$ cat src/rtl/cell_test_pkg.sv
// Shared definitions for standard-cell sweep benches: sequencer states and
// expected truth tables for common 4-input cells (vector MSB = A, then B, C1, C2).
package cell_test_pkg;

   typedef enum logic [1:0] {
      ST_IDLE   = 2'd0,
      ST_SETTLE = 2'd1,
      ST_SAMPLE = 2'd2,
      ST_DONE   = 2'd3
   } seq_state_t;

   // OAI211: ZN = !((C1|C2)&A&B) -> low only for vectors 13, 14, 15
   localparam logic [15:0] OAI211_TT = 16'h1FFF;
   // AOI211: ZN = !((C1&C2)|A|B) -> high only for vectors 0, 1, 2
   localparam logic [15:0] AOI211_TT = 16'h0007;

endpackage

$ cat src/rtl/settle_timer.sv
// Loadable down-counter that measures how long a stimulus vector has been held.
// Stops at zero; expired is a pure decode of the count.
module settle_timer #(
   parameter int W = 8
) (
   input  logic         clk,
   input  logic         rst,
   input  logic         load,
   input  logic         en,
   input  logic [W-1:0] load_val,
   output logic         expired
);

   logic [W-1:0] count;

   always_ff @(posedge clk or posedge rst) begin
      if (rst) begin
         count <= '0;
      end else if (load) begin
         count <= load_val;
      end else if (en && (count != '0)) begin
         count <= count - 1'b1;
      end
   end

   assign expired = (count == '0);

endmodule

$ cat src/rtl/cell_vector_sequencer.sv
// Walks every input combination of a cell under test, holds each for SETTLE_CYC
// cycles, samples cut_out and compares against EXP_TT, reporting a pass/fail summary.
module cell_vector_sequencer
   import cell_test_pkg::*;
#(
   parameter int                      N_IN       = 4,
   parameter int                      SETTLE_CYC = 10,
   parameter logic [(2**N_IN)-1:0]    EXP_TT     = OAI211_TT
) (
   input  logic              clk,
   input  logic              rst,
   input  logic              start,
   input  logic              abort,
   input  logic              cut_out,
   output logic [N_IN-1:0]   vec_out,
   output logic              busy,
   output logic              done,
   output logic              pass,
   output logic [N_IN:0]     err_cnt,
   output logic              fail_valid,
   output logic [N_IN-1:0]   first_fail_vec
);

   localparam logic [N_IN-1:0] LAST_VEC = '1;
   localparam logic [7:0]      LOAD_VAL = 8'(SETTLE_CYC - 1);

   seq_state_t state, state_nxt;

   logic tmr_load;
   logic tmr_en;
   logic tmr_expired;
   logic accept;
   logic do_abort;
   logic do_sample;
   logic mismatch;
   logic last_vec;

   settle_timer #(.W(8)) u_settle_timer (
      .clk      (clk),
      .rst      (rst),
      .load     (tmr_load),
      .en       (tmr_en),
      .load_val (LOAD_VAL),
      .expired  (tmr_expired)
   );

   assign mismatch = (cut_out != EXP_TT[vec_out]);
   assign last_vec = (vec_out == LAST_VEC);

   always_ff @(posedge clk or posedge rst) begin
      if (rst) begin
         state <= ST_IDLE;
      end else begin
         state <= state_nxt;
      end
   end

   always_comb begin
      state_nxt = state;
      tmr_load  = 1'b0;
      tmr_en    = 1'b0;
      accept    = 1'b0;
      do_abort  = 1'b0;
      do_sample = 1'b0;
      case (state)
         ST_IDLE: begin
            if (start) begin
               accept    = 1'b1;
               tmr_load  = 1'b1;
               state_nxt = ST_SETTLE;
            end
         end
         ST_SETTLE: begin
            if (abort) begin
               do_abort  = 1'b1;
               state_nxt = ST_IDLE;
            end else if (tmr_expired) begin
               state_nxt = ST_SAMPLE;
            end else begin
               tmr_en = 1'b1;
            end
         end
         ST_SAMPLE: begin
            // abort takes priority so an in-flight sample is discarded
            if (abort) begin
               do_abort  = 1'b1;
               state_nxt = ST_IDLE;
            end else begin
               do_sample = 1'b1;
               if (last_vec) begin
                  state_nxt = ST_DONE;
               end else begin
                  tmr_load  = 1'b1;
                  state_nxt = ST_SETTLE;
               end
            end
         end
         ST_DONE: begin
            state_nxt = ST_IDLE;
         end
         default: begin
            state_nxt = ST_IDLE;
         end
      endcase
   end

   always_ff @(posedge clk or posedge rst) begin
      if (rst) begin
         vec_out        <= '0;
         err_cnt        <= '0;
         pass           <= 1'b0;
         fail_valid     <= 1'b0;
         first_fail_vec <= '0;
      end else if (accept) begin
         vec_out        <= '0;
         err_cnt        <= '0;
         pass           <= 1'b0;
         fail_valid     <= 1'b0;
         first_fail_vec <= '0;
      end else if (do_abort) begin
         vec_out <= '0;
         pass    <= 1'b0;
      end else if (do_sample) begin
         if (mismatch) begin
            err_cnt <= err_cnt + 1'b1;
            if (!fail_valid) begin
               first_fail_vec <= vec_out;
               fail_valid     <= 1'b1;
            end
         end
         // pass is settled on entry to DONE so it is already valid alongside done
         if (last_vec) begin
            pass <= (err_cnt == '0) && !mismatch;
         end else begin
            vec_out <= vec_out + 1'b1;
         end
      end
   end

   assign busy = (state == ST_SETTLE) || (state == ST_SAMPLE);
   assign done = (state == ST_DONE);

endmodule
$ cat config.mk
export PLATFORM = sky130hd
export DESIGN_NAME = cell_vector_sequencer
export DESIGN_NICKNAME = d
export VERILOG_FILES = /design/src/rtl/cell_test_pkg.sv /design/src/rtl/settle_timer.sv /design/src/rtl/cell_vector_sequencer.sv
export SDC_FILE = /design/constraint.sdc
export NUM_CORES = 1
export LEC_CHECK = 0
export CAP_MARGIN = 20
export CORE_MARGIN = 5
export CORE_UTILIZATION = 48
export DETAILED_ROUTE_END_ITERATION = 7
export PLACE_DENSITY = 0.75
export SKIP_LAST_GASP = 1
export SYNTH_ARGS = -nofsm -noshare
export SYNTH_HDL_FRONTEND = slang
export SYNTH_SLANG_ARGS = --single-unit
$ cat constraint.sdc
create_clock -name clk -period 1.8 [get_ports clk]
set_clock_uncertainty 0.2 [all_clocks]
set_input_delay 0.36 -clock clk [delete_from_list [all_inputs] [get_ports clk]]
set_output_delay 0.36 -clock clk [all_outputs]
set_load 0.05 [all_outputs]
==> key figures <==
Timing
  – Final period util: 113%
  – Fin worst setup slack: -235 ps
  – Fmax: around 490 MHz
  – Worst Tran Pin Value: 492 ps
  – Final setup violation count: 18
  – Slew Viols, Final: 0
  – Setup_tns: -2030 ps
  – Relative slew slack: between 60% and 70%
  – Final Critical Period: 2030 ps
  – RSZ-0062 raised after global routing: yes
  – Hold Vio Cnt, Final: 0

Power and ir drop
  – Leak: 0.00108 uW
  – Psw: 1300 uW
  – Clock share of power: 9.1%
  – Seq pwr share: 25.1%
  – Internal: between 1500 and 2000 uW
  – VDD IR max: around 0.0011 V
  – Switching Share: a little over two fifths
  – PD cells: between 1000 and 1500 nW/um2
  – Combinational share of power: 65.8%

Clock tree
  – Num Clock Sinks: 25
  – Reg clk slew, reported paths: 150 ps
  – CTS tree: done
  – CTS root buf: clkbuf_4
  – CTS Buf Count: 3
  – Maximum clock insertion buffer count: 2
  – Number of H-tree levels: 1
  – Post-CTS Hold Fix Bufs: 0
  – Clock latency on the worst-skew pair: 340 ps

GRT
  – Grt ovf: 0
  – Vias in the first global route: 1,446
  – First-pass GRT wire length: 7110 um
  – Tot GR Track Use: 21.6%
  – Initial antenna violation count: 0
  – Largest net degree at the start of global routing: 26

Synthesis
  – Mux share of post-synthesis cell area: 6.62%
  – Synth cell types: 32
  – EDFF count, synth: 0
  – YS warnings: 0
  – Simple-Gate Fraction of Synth Area: 19.1%
  – Average size of a mapped cell: 9.90 um2
  – Register area share after synthesis: between 40% and 50%
  – Synthesized Nets: 165
  – Synth Area in Adders: a little under a tenth
  – Compound-gate portion of the synthesized area: between 10% and 20%
  – Synth Register Bits: 25
  – Cells after Synth: between 100 and 150
  – Synth Flop Type: dfrtp_1
  – Cell area after synthesis: 1480 um2
  – Synth Area in XOR/XNOR: 5.94%
  – Ys async rst share: 100%
  – Largest family of logic cells by synthesized area: simple AND/OR/NAND/NOR gates

Final layout
  – Diodes inserted: 0
  – Most frequent cells in the layout: buf_4 (37), dfrtp_1 (23), buf_12 (17)
  – Layout cells sized above 1: 50.5%
  – Layout area overhead: 69.7%
  – Non-Filler Instances: 247
  – Most common cell after layout, fill and taps aside: buf_4
  – Number of nets in the layout: 231

Drt
  – Drt via density: 5.92
  – DR pass1 iterations: 4
  – Avg WL per Cell: 20.5 um
  – Post-DRT Antenna Nets: 0
  – DRC viols: 0
  – 1st-iter DRT viols: 111
  – Post-Route WL: between 5000 and 6000 um
  – Vias: 1,463

Placed design
  – PortBufs: 21
  – RePlAce Congestion: 0.756
  – Dpl hpwl: 2750 um
  – Cells after DPL: approximately 230

Worst setup path
  – Crit path DAT: a little over 2000 ps
  – CP Launch Type: flop
  – Crit Path Max Fanout: 6
  – Critical path's largest stage delay: 610 ps
  – Critical-path top delay cell: or4_4
  – CP required: 1840 ps
  – Critical Path Sink Type: flop
  – CP cell instances: or4_4 -> o31ai_4 -> o21ai_2 -> mux2_4
  – Family with the most delay on the worst path: simple AND/OR/NAND/NOR gates
  – CP bufs+invs: 0
  – Crit path kind: reg2reg

Floorplanning
  – Initial Utilization: 49.1%
  – Die area: ~4300 um2
  – Num ports: 22
  – Die H: 65.4 um
  – Core Area: 3000 um2
  – Site Rows: 20
  – Die X-Extent: 65.4 um

Run status
  – Failing checks: setup timing
  – Status: complete, but fails checks

Flow run
  – Max_cap viols: 0

Hold path
  – Hold Path Class: in2async
## worst reg2reg max path, cell delays in order, from the launching register on
cell and delay (ps):
dfrtp_1 410, or4_4 610, o31ai_4 250, o21ai_2 150
mux2_4 320
## flip-flops by register name (all words and copies together) (netlist names)
signal,count
err_cnt,5
first_fail_vec,4
pass,1
u_settle_timer.count,8
fail_valid,1
state,2
vec_out,4
## kinds of logic after synthesis
group,count (synthesis)
adder cells (fa/ha/maj),11
AO/OA/AOI/OAI,25
XOR/XNOR,10
multiplexers,9
buffers and inverters,15
AND/OR/NAND/NOR,54
flip-flops,25
## area by class of cell
class	instances	area, um2
Tap cell	33	41.3
Multi-Input combinational cell	109	1040
Clock inverter	1	5.00
Fill cell	158	499
Sequential cell	25	628
Inverter	12	45.0
Clock buffer	3	22.5
Timing Repair Buffer	64	724
## power groups by stage
stage          Combinational, uW  Clock [uW]  Sequential [uW]
2_1_floorplan                681           0              810
3_3_place_gp                1330           0              736
6_report                    1950         271              743
5_1_grt                     2040         302              753
3_5_place_dp                1390           0              743
4_1_cts                     1570         263              724
## repair_timing
| action | 4_1_cts | 5_1_grt |
|---|---|---|
| setup endpoints to repair | 21 | 25 |
| pin swaps | 4 | 9 |
| resized for setup | 14 | 36 |
| setup buffers | 5 | 7 |
| hold endpoints to repair | 0 | 0 |
## stage by stage
| stage | utilization (%) | hold WS, ps | area, um2 | power (uW) | setup WS [ps] |
|---|---|---|---|---|---|
| finish | 83.4 | 152 | 2500 | 2960 | -235 |
| floorplan | - | 187 | 1500 | 1490 | -204 |
| detailed placement | 71.4 | 347 | 2140 | 2130 | -378 |
| global placement | 71.4 | 324 | 2140 | 2060 | -330 |
| global route | 83.4 | 177 | 2500 | 3090 | -272 |
| CTS | 76.3 | 182 | 2290 | 2560 | -129 |
## metal layers
layer / GRT usage (%) / vias up / wire, um
met2: 39.2 / 78 / 2600
li1: - / 657 / -
met5: 0 / - / 0
met4: 6.22 / 0 / 172
met3: 2.39 / 21 / 332
met1: 26.7 / 707 / 1960
## final timing paths
| check | start | endpoint | slack [ps] | cells past startpoint |
|---|---|---|---|---|
| worst min-delay path | rst | vec_out[2] | 150 | 3 |
| worst max-delay path | u_settle_timer.count[4] | state[1] | -230 | 4 |
| worst max register to register | u_settle_timer.count[4] | state[1] | -230 | 4 |
| worst min register to register | first_fail_vec[3] | first_fail_vec[3] | 410 | 2 |
| max in group asynchronous | rst | vec_out[0] | 990 | 3 |
| min in group clk | first_fail_vec[3] | first_fail_vec[3] | 410 | 2 |
## cell usage after synthesis (3+ instances only)
cell type  number  share of area, %
nand2b_1        4               1.7
o311ai_1        4               2.4
xor2_1          5               3.0
o211ai_1        4               2.0
xnor2_1         5               3.0
nand2_1        14               3.6
nor3b_1         3               1.5
nor2_1         11               2.8
nand3_1         7               2.4
nor3_1          3               1.0
dfrtp_1        25                42
mux2i_1         6               4.1
nand4_1         4               1.7
ha_1           11               9.3
inv_1          12               3.1
o31ai_1         5               2.5
a21oi_1         7               2.4
Power figures use the tool's default switching activity.
